**src/rtl/tea_pkg.sv**
```systemverilog
// Shared constants and FSM encoding for the TEA round controller.
package tea_pkg;

    localparam logic [31:0] DELTA_DEFAULT = 32'h9E3779B9;
    localparam logic [31:0] DEC_SUM_INIT  = 32'hC6EF3720;
    localparam int unsigned NUM_ROUNDS    = 32;

    typedef enum logic [1:0] {
        ST_IDLE = 2'd0,
        ST_RUN  = 2'd1,
        ST_DONE = 2'd2
    } state_t;

endpackage

```
**src/rtl/mod33next.sv**
```systemverilog
// Next-state logic for a 6-bit counter cycling 0..32 and wrapping back to 0.
module mod33next
    import tea_pkg::*;
(
    input  logic [5:0] cur,
    output logic [5:0] nxt
);

    // wrap after the terminal value NUM_ROUNDS
    always_comb begin
        nxt = 6'd0;
        if (cur >= 6'(NUM_ROUNDS)) begin
            nxt = 6'd0;
        end else begin
            nxt = cur + 6'd1;
        end
    end

endmodule

```
**src/rtl/tea_round_ctrl.sv**
```systemverilog
// TEA round sequencer: steps a round index and key-schedule sum through 32 rounds
// for encrypt or decrypt, with abort and a one-cycle completion pulse.
module tea_round_ctrl
    import tea_pkg::*;
#(
    parameter logic [31:0] DELTA = DELTA_DEFAULT
) (
    input  logic        clk,
    input  logic        rst_n,
    input  logic        start,
    input  logic        decrypt,
    input  logic        abort,
    output logic        load,
    output logic        busy,
    output logic        round_en,
    output logic [5:0]  round,
    output logic [31:0] sum,
    output logic        done
);

    // decrypt starts from DELTA*32 and walks the schedule backwards
    localparam logic [31:0] DEC_INIT = (DELTA == DELTA_DEFAULT) ? DEC_SUM_INIT
                                                                : 32'(DELTA * NUM_ROUNDS);

    state_t      state_r;
    logic [5:0]  round_r;
    logic [5:0]  round_nxt_s;
    logic [31:0] sum_r;
    logic        mode_r;
    logic        busy_r;
    logic        round_en_r;
    logic        done_r;
    logic        load_s;

    mod33next u_mod33next (
        .cur (round_r),
        .nxt (round_nxt_s)
    );

    // start acceptance; abort wins and reset masks it immediately
    always_comb begin
        load_s = 1'b0;
        if (rst_n && (state_r == ST_IDLE) && start && !abort) begin
            load_s = 1'b1;
        end else begin
            load_s = 1'b0;
        end
    end

    // controller FSM with registered round, sum and status outputs
    always_ff @(posedge clk or negedge rst_n) begin
        if (!rst_n) begin
            state_r    <= ST_IDLE;
            round_r    <= 6'd0;
            sum_r      <= 32'd0;
            mode_r     <= 1'b0;
            busy_r     <= 1'b0;
            round_en_r <= 1'b0;
            done_r     <= 1'b0;
        end else begin
            case (state_r)
                ST_IDLE: begin
                    if (load_s) begin
                        state_r    <= ST_RUN;
                        round_r    <= 6'd0;
                        sum_r      <= decrypt ? DEC_INIT : DELTA;
                        mode_r     <= decrypt;
                        busy_r     <= 1'b1;
                        round_en_r <= 1'b1;
                        done_r     <= 1'b0;
                    end else begin
                        round_r    <= 6'd0;
                        sum_r      <= 32'd0;
                        busy_r     <= 1'b0;
                        round_en_r <= 1'b0;
                        done_r     <= 1'b0;
                    end
                end
                ST_RUN: begin
                    if (abort) begin
                        state_r    <= ST_IDLE;
                        round_r    <= 6'd0;
                        sum_r      <= 32'd0;
                        busy_r     <= 1'b0;
                        round_en_r <= 1'b0;
                        done_r     <= 1'b0;
                    end else begin
                        round_r <= round_nxt_s;
                        sum_r   <= mode_r ? (sum_r - DELTA) : (sum_r + DELTA);
                        if (round_nxt_s[5]) begin
                            state_r    <= ST_DONE;
                            round_en_r <= 1'b0;
                            done_r     <= 1'b1;
                        end else begin
                            state_r    <= ST_RUN;
                            round_en_r <= 1'b1;
                            done_r     <= 1'b0;
                        end
                    end
                end
                ST_DONE: begin
                    state_r    <= ST_IDLE;
                    round_r    <= 6'd0;
                    sum_r      <= 32'd0;
                    busy_r     <= 1'b0;
                    round_en_r <= 1'b0;
                    done_r     <= 1'b0;
                end
                default: begin
                    state_r    <= ST_IDLE;
                    round_r    <= 6'd0;
                    sum_r      <= 32'd0;
                    busy_r     <= 1'b0;
                    round_en_r <= 1'b0;
                    done_r     <= 1'b0;
                end
            endcase
        end
    end

    assign load     = load_s;
    assign busy     = busy_r;
    assign round_en = round_en_r;
    assign round    = round_r;
    assign sum      = sum_r;
    assign done     = done_r;

endmodule

```
**config.mk**
```make
export PLATFORM = sky130hd
export DESIGN_NAME = tea_round_ctrl
export DESIGN_NICKNAME = d
export VERILOG_FILES = /design/src/rtl/tea_pkg.sv /design/src/rtl/mod33next.sv /design/src/rtl/tea_round_ctrl.sv
export SDC_FILE = /design/constraint.sdc
export NUM_CORES = 1
export LEC_CHECK = 0
export BUFFER_PORTS_ARGS = -buffer_cell sky130_fd_sc_hd__buf_2
export CAP_MARGIN = 10
export CORE_MARGIN = 1
export CORE_UTILIZATION = 35
export DETAILED_ROUTE_END_ITERATION = 8
export MAX_ROUTING_LAYER = met4
export PLACE_DENSITY_LB_ADDON = 0.25
export SKIP_LAST_GASP = 1
export SYNTH_ARGS = -nofsm -noshare
export SYNTH_HDL_FRONTEND = slang
export SYNTH_SLANG_ARGS = --single-unit
```
**constraint.sdc**
```tcl
create_clock -name clk -period 2.7 [get_ports clk]
set_input_delay 0 -clock clk [delete_from_list [all_inputs] [get_ports clk]]
set_output_delay 0 -clock clk [all_outputs]
set_load 0.1 [all_outputs]
```
* Word level (Yosys, flattened, before mapping) *
Cells that the tools add are included.
Widths: inputs -> output; s select.

word-level totals
  flip-flop bits (word level) = 44
  input bits = 5
  output and inout bits = 42
  word-level logic and storage cells = 42

operators by class
  $add $sub $neg = 3
  $lt $le $gt $ge = 1
  equal/unequal tests = 3
  muxes and demuxes = 22
  reduce and logical (&&, ||, !) cells = 6

operator list
  kind                    count
  $mux 32                 3
  $pmux 32 s2             1
  $add 32x32->32 const B  1
  $sub 32x32->32 const B  1
  $mux 31                 1
  $mux 6                  3
  $mux 1                  8
  $add 6x1->6 const B     1
  $ge 6x6->1 const B      1
  $mux 2                  3
  $ne 2x2->1 const B      2
  $pmux 1 s2              2
  $pmux 2 s2              1
  $logic_and 1x1->1       3
  $eq 2x1->1 const B      1
  $logic_not 2->1         1
  $reduce_and 2->1        1
  $logic_not 1->1         1

* Longest topological paths before layout *
  word-level depth = 7
  gate-level depth with buffers = 10
  gate-level depth less buffers = 9

* By module *
A second synthesis with hierarchy kept.

second synthesis, totals
  cell total of the unflattened synthesis = 346
  area total of the unflattened synthesis = 3183.1 um2

modules (own cells, without submodules)
  module          instances  cells each  area an instance (um2)  seq. area each (um2)
  tea_round_ctrl  1          329         3057.9                  1076.0
  mod33next       1          17          125.1                   0.0

* Worst setup path before layout *
Ideal clock, no wire load.

  kind = register to register
  from = reg sum_r[0] (netlist: sum[0])
  to = reg sum_r[22] (netlist: sum[22])
  setup time = 123 ps
  data arrival time = 2796 ps
  data required time = 2577 ps
  path slack = -219 ps
  stages on the path, launching flop included = 10
  path buffers = 0
  period minus slack after synthesis = 2919 ps
  cell sequence = dfrtp_1 inv_1 fa_1 nor2b_1 o211ai_2 a21oi_4 o31a_2 o2111ai_2 a21o_1 a32o_1

between the ends
  cells in the longest elaborated chain, start to end = 4
  elaborated cells on any way between the ends = 5
  classes of those cells = add/sub: 2; mux: 3

RTL lines
  element                                           RTL line              RTL
  from (decl)                                       tea_round_ctrl.sv:28  logic [31:0] sum_r;
  from (signal assigned)                            tea_round_ctrl.sv:66  sum_r <= decrypt ? DEC_INIT : DELTA;
  from (signal assigned)                            tea_round_ctrl.sv:89  sum_r <= mode_r ? (sum_r - DELTA) : (sum_r + DELTA);
  $add 32x32->32 or $sub 32x32->32 (tied branches)  tea_round_ctrl.sv:89
  $mux 32 *                                         tea_round_ctrl.sv:89
  $mux 32 *                                         tea_round_ctrl.sv:80  if (abort) begin
  $pmux 32 s2 *                                     tea_round_ctrl.sv:61  case (state_r)

Mark *: on every way between the ends. The rest lies on a longest branch, timed or not.
A chain may end at the register's enable or synchronous reset.

* Worst setup path after layout *
  from = reg mode_r
  to = reg sum_r[30] (netlist: sum[30])

between the ends
  cells in the longest elaborated chain, start to end = 3

RTL lines
  element                 RTL line              RTL
  from (decl)             tea_round_ctrl.sv:29  logic mode_r;
  from (signal assigned)  tea_round_ctrl.sv:67  mode_r <= decrypt;
  $mux 32                 tea_round_ctrl.sv:89
  $mux 32                 tea_round_ctrl.sv:80
  $pmux 32 s2             tea_round_ctrl.sv:61

No other way between the ends.

==> impl_metrics.csv <==
group,metric,value,unit
final_layout,diodes,0,
die,die_height,99.5,microns
power_and_ir_drop,p_leak,1.90,nW
yosys,synth_edf_count,0,
die,ios,47,
sta,tightest_slew,550,ps
critical_path,crit_path_start_kind,"flip-flop",
critical_path,crit-reg2reg-launch,"mode_r$_DFFE_PN0P_",
sta,relSlewSlack,63.3,%
yosys,synth_xor_xnor_area_share,7.63,%
critical_path,r2r-end,"sum[30]$_DFF_PN0_",
global_route,grt_pass1_vias,2875,
sta,period_needed,2580,ps
detailed_routing,routedWlPerCell,16.2,microns
global_route,gr-total-overflow,0,
die,coreArea,0.00924,sq mm
die,initial_utilization,36.0,%
job,maxCapViolations,0,
sta,finalHoldViolCount,0,
clock_network,cts_buffers,5,
yosys,synthesis.nets,406,
place,finalWeightedCongestion,0.905,
power_and_ir_drop,power_density,736,mW/mm^2
sta,drv_slew,0,
sta,fmax,0.387,GHz
yosys,synthesis.instances,368,
final_layout,fin_cells,560,
worst_hold_path,worstHoldPathType,"primary input to flip-flop",
global_route,grt_pass1_wl,14.9,mm
run_status,status,"complete, no violations",
yosys,yosys.area_share.adder,12.6,%
worst_hold_path,min_path_cells,4,
place,pre_cts_slack,-102,ps
place,placed_cells,545,
critical_path,critPathCaptureType,"flip-flop",
yosys,muxShareOfSynthArea,0,%
yosys,ys.flop_type,"dfrtp_1",
yosys,synth_area_per_cell,9.04,sq um
sta,fin_hold_ws,245,ps
critical_path,critPathBufInv,3,
yosys,synth_seq_cells,43,
power_and_ir_drop,peakVddDrop,0.266,mV
final_layout,stdcell_area,0.00403,sq mm
global_route,antenna_found_initial,0,
critical_path,cp_max_fo,8,
sta,rsz0062_at_grt,"true",
critical_path,crit_type,"flip-flop to flip-flop",
clock_network,clock-sinks,43,
yosys,ys_seq_area_share,32.3,%
place,port_buffers,46,
detailed_routing,vias,3060,
detailed_routing,drc,0,
critical_path,critPathMaxStageDelay,390,ps
critical_path,r2r_cells,11,
detailed_routing,drt-total-wl,9.05,mm
yosys,yosysUniqueCellTypes,69,
final_layout,fillers,923,
critical_path,path_cells,"clkinvlp_4 -> buf_4 -> buf_4 -> ha_1 -> and3_4 -> a221oi_2 -> o21ai_1 -> a211o_1 -> a41oi_2 -> xor2_1 -> o21ai_1",
yosys,yosys.area_share.simple,15.8,%
global_route,grt_util_all_layers,19.9,%
power_and_ir_drop,total_power,2.96,mW
die,die_area,0.00990,sq mm
detailed_routing,ant_nets,0,
clock_network,root_buffer,"clkbuf_8",
final_layout,area_delta_synth_final,20.9,%
final_layout,layout-drive-gt1-share,28.3,%
detailed_routing,viasPerCell,5.46,
sta,skew,6.53,ps
worst_hold_path,min_from,"start",
clock_network,path_clk_slew,90,ps
die,die_w,99.5,microns
critical_path,path_delay_family,"compound AO/OA/AOI/OAI gates",
clock_network,cts_tree,"done",
place,dp_hpwl,6.61,mm
sta,setup_viol,0,
yosys,synth_top_family_by_area,"compound AO/OA/AOI/OAI gates",
die,rows,35,
detailed_routing,drt-initial-drc-count,72,
clock_network,clk_path_buf_depth,2,
global_route,grt_max_degree,44,
worst_hold_path,min_to,"busy$_DFFE_PN0P_",
yosys,synthArstFlopShare,100,%
detailed_routing,first_pass_iters,5,
critical_path,crit_slowest_cell,"dfrtp_2",
critical_path,cp.required,2880,ps
final_layout,nNetsFinal,468,
place,placed_area,0.00379,sq mm
clock_network,h-tree-depth,2,
sta,finalWorstSetupSlack,117,ps
yosys,synth-compound-area-share,28.3,%
sta,fin_crit_sh,95.7,%
yosys,synth_area,0.00333,sq mm
clock_network,clk-insertion-delay-late,310,ps
yosys,yosys_warnings,0,
critical_path,rrSetupSlack,120,ps
critical_path,critical_path.startpoint,"mode_r$_DFFE_PN0P_",
critical_path,cp.arrival,2770,ps
==> power breakdown <==
part	switching [mW]	internal (mW)	total, mW
Clock	0.258	0.281	0.538
Sequential	0.0368	0.699	0.736
Combinational	1.13	0.562	1.69
Total	1.42	1.54	2.96
==> metal layers <==
layer	vias up	global-route usage [%]	wire length (microns)
li1	1490	-	-
met1	1477	28.7	4410
met2	87	28.7	4060
met3	6	3.72	500
met4	0	4.41	77
met5	-	-	0
==> cell families after synthesis <==
group                    count (synthesis)
flip-flops                              43
AO/OA/AOI/OAI                          139
buffers and inverters                   24
adder cells (fa/ha/maj)                 33
XOR/XNOR                                29
AND/OR/NAND/NOR                        100
==> synthesized netlist by cell type (2+ instances only) <==
library cell | count | area share [%]
a21oi_4 | 2 | 0.98
and2_0 | 2 | 0.38
ha_1 | 32 | 12
nand2_1 | 33 | 3.7
o2111ai_2 | 2 | 0.90
buf_4 | 3 | 0.68
a31oi_1 | 2 | 0.38
inv_1 | 9 | 1.0
buf_2 | 4 | 0.60
nor3_1 | 13 | 2.0
a21oi_1 | 38 | 5.7
nor2_1 | 16 | 1.8
and2_1 | 5 | 0.94
nand3_1 | 6 | 0.90
a211oi_1 | 4 | 0.90
a31o_1 | 2 | 0.53
a221oi_2 | 2 | 0.90
o21ai_1 | 5 | 0.75
nor2b_1 | 2 | 0.38
o31ai_1 | 2 | 0.45
or2_2 | 2 | 0.38
o21a_1 | 3 | 0.68
a41oi_1 | 2 | 0.53
and3_1 | 3 | 0.56
xor2_1 | 15 | 3.9
dfrtp_1 | 43 | 32
a21oi_2 | 2 | 0.53
a21o_1 | 11 | 2.5
o211ai_1 | 8 | 1.8
clkbuf_1 | 7 | 0.79
xnor2_1 | 14 | 3.7
nor3b_1 | 2 | 0.45
o21ai_0 | 36 | 5.4
==> flip-flops by register name, indices dropped and copies added (netlist names) <==
| register | flops |
|---|---|
| state_r | 2 |
| done | 1 |
| busy | 1 |
| round_en | 1 |
| mode_r | 1 |
| sum | 32 |
| round | 5 |
==> repair_timing <==
action | in CTS | in global routing
buffers inserted | 3 | 2
hold buffers | 2 | 0
pin swaps | 0 | 5
gates resized for setup | 0 | 13
hold endpoints to repair | 44 | 0
endpoints found under the setup margin | 13 | 10
==> tightest hold or removal path: cells and delay by family <==
kind | cells | cell delay (ps)
buffers and inverters | 2 | 310
and+or+nand+nor | 2 | 200
==> per-stage QoR <==
step / setup TNS, ps / util [%]
2_1_floorplan: -20.8 / -
5_1_grt: -12.3 / 43.6
3_3_place_gp: -344 / 41.0
6_report: 0 / 43.6
4_1_cts: 0 / 42.7
3_5_place_dp: -618 / 41.0
==> final cells by class <==
| type | instances | area [sq um] | share of cell area [%] |
|---|---|---|---|
| Multi-Input combinational cell | 301 | 2210 | 54.8 |
| Timing Repair Buffer | 70 | 415 | 10.3 |
| Clock buffer | 5 | 68.8 | 1.71 |
| Tap cell | 129 | 161 | 4.01 |
| Clock inverter | 3 | 47.5 | 1.18 |
| Inverter | 9 | 37.5 | 0.933 |
| Sequential cell | 43 | 1090 | 27.0 |
==> placed cells by master, fill, tap and decap left out, drive strengths merged, types with 3 or more instances in the layout <==
cell	n
a221oi	3
nand2	33
o211ai	9
nand3	7
a21oi	42
clkbuf	5
o21a	3
o21ai	42
and2	8
a21o	11
inv	9
buf	68
nor2	17
a211oi	4
ha	32
and3	5
dfrtp	43
a41oi	3
xnor2	14
xor2	15
o2111ai	3
or2	3
nor3	13
==> worst max path at each step <==
stage	to	slack (ps)	cells past startpoint
after detailed placement	sum[22]$_DFF_PN0_	-100	9
final	sum[30]$_DFF_PN0_	120	11
after floorplan	sum[22]$_DFF_PN0_	-20	8
after CTS	sum[20]$_DFF_PN0_	60	9
after global placement	sum[26]$_DFF_PN0_	-100	9
after global routing	sum[22]$_DFF_PN0_	-8	10
(Power assumes the default switching activity.)
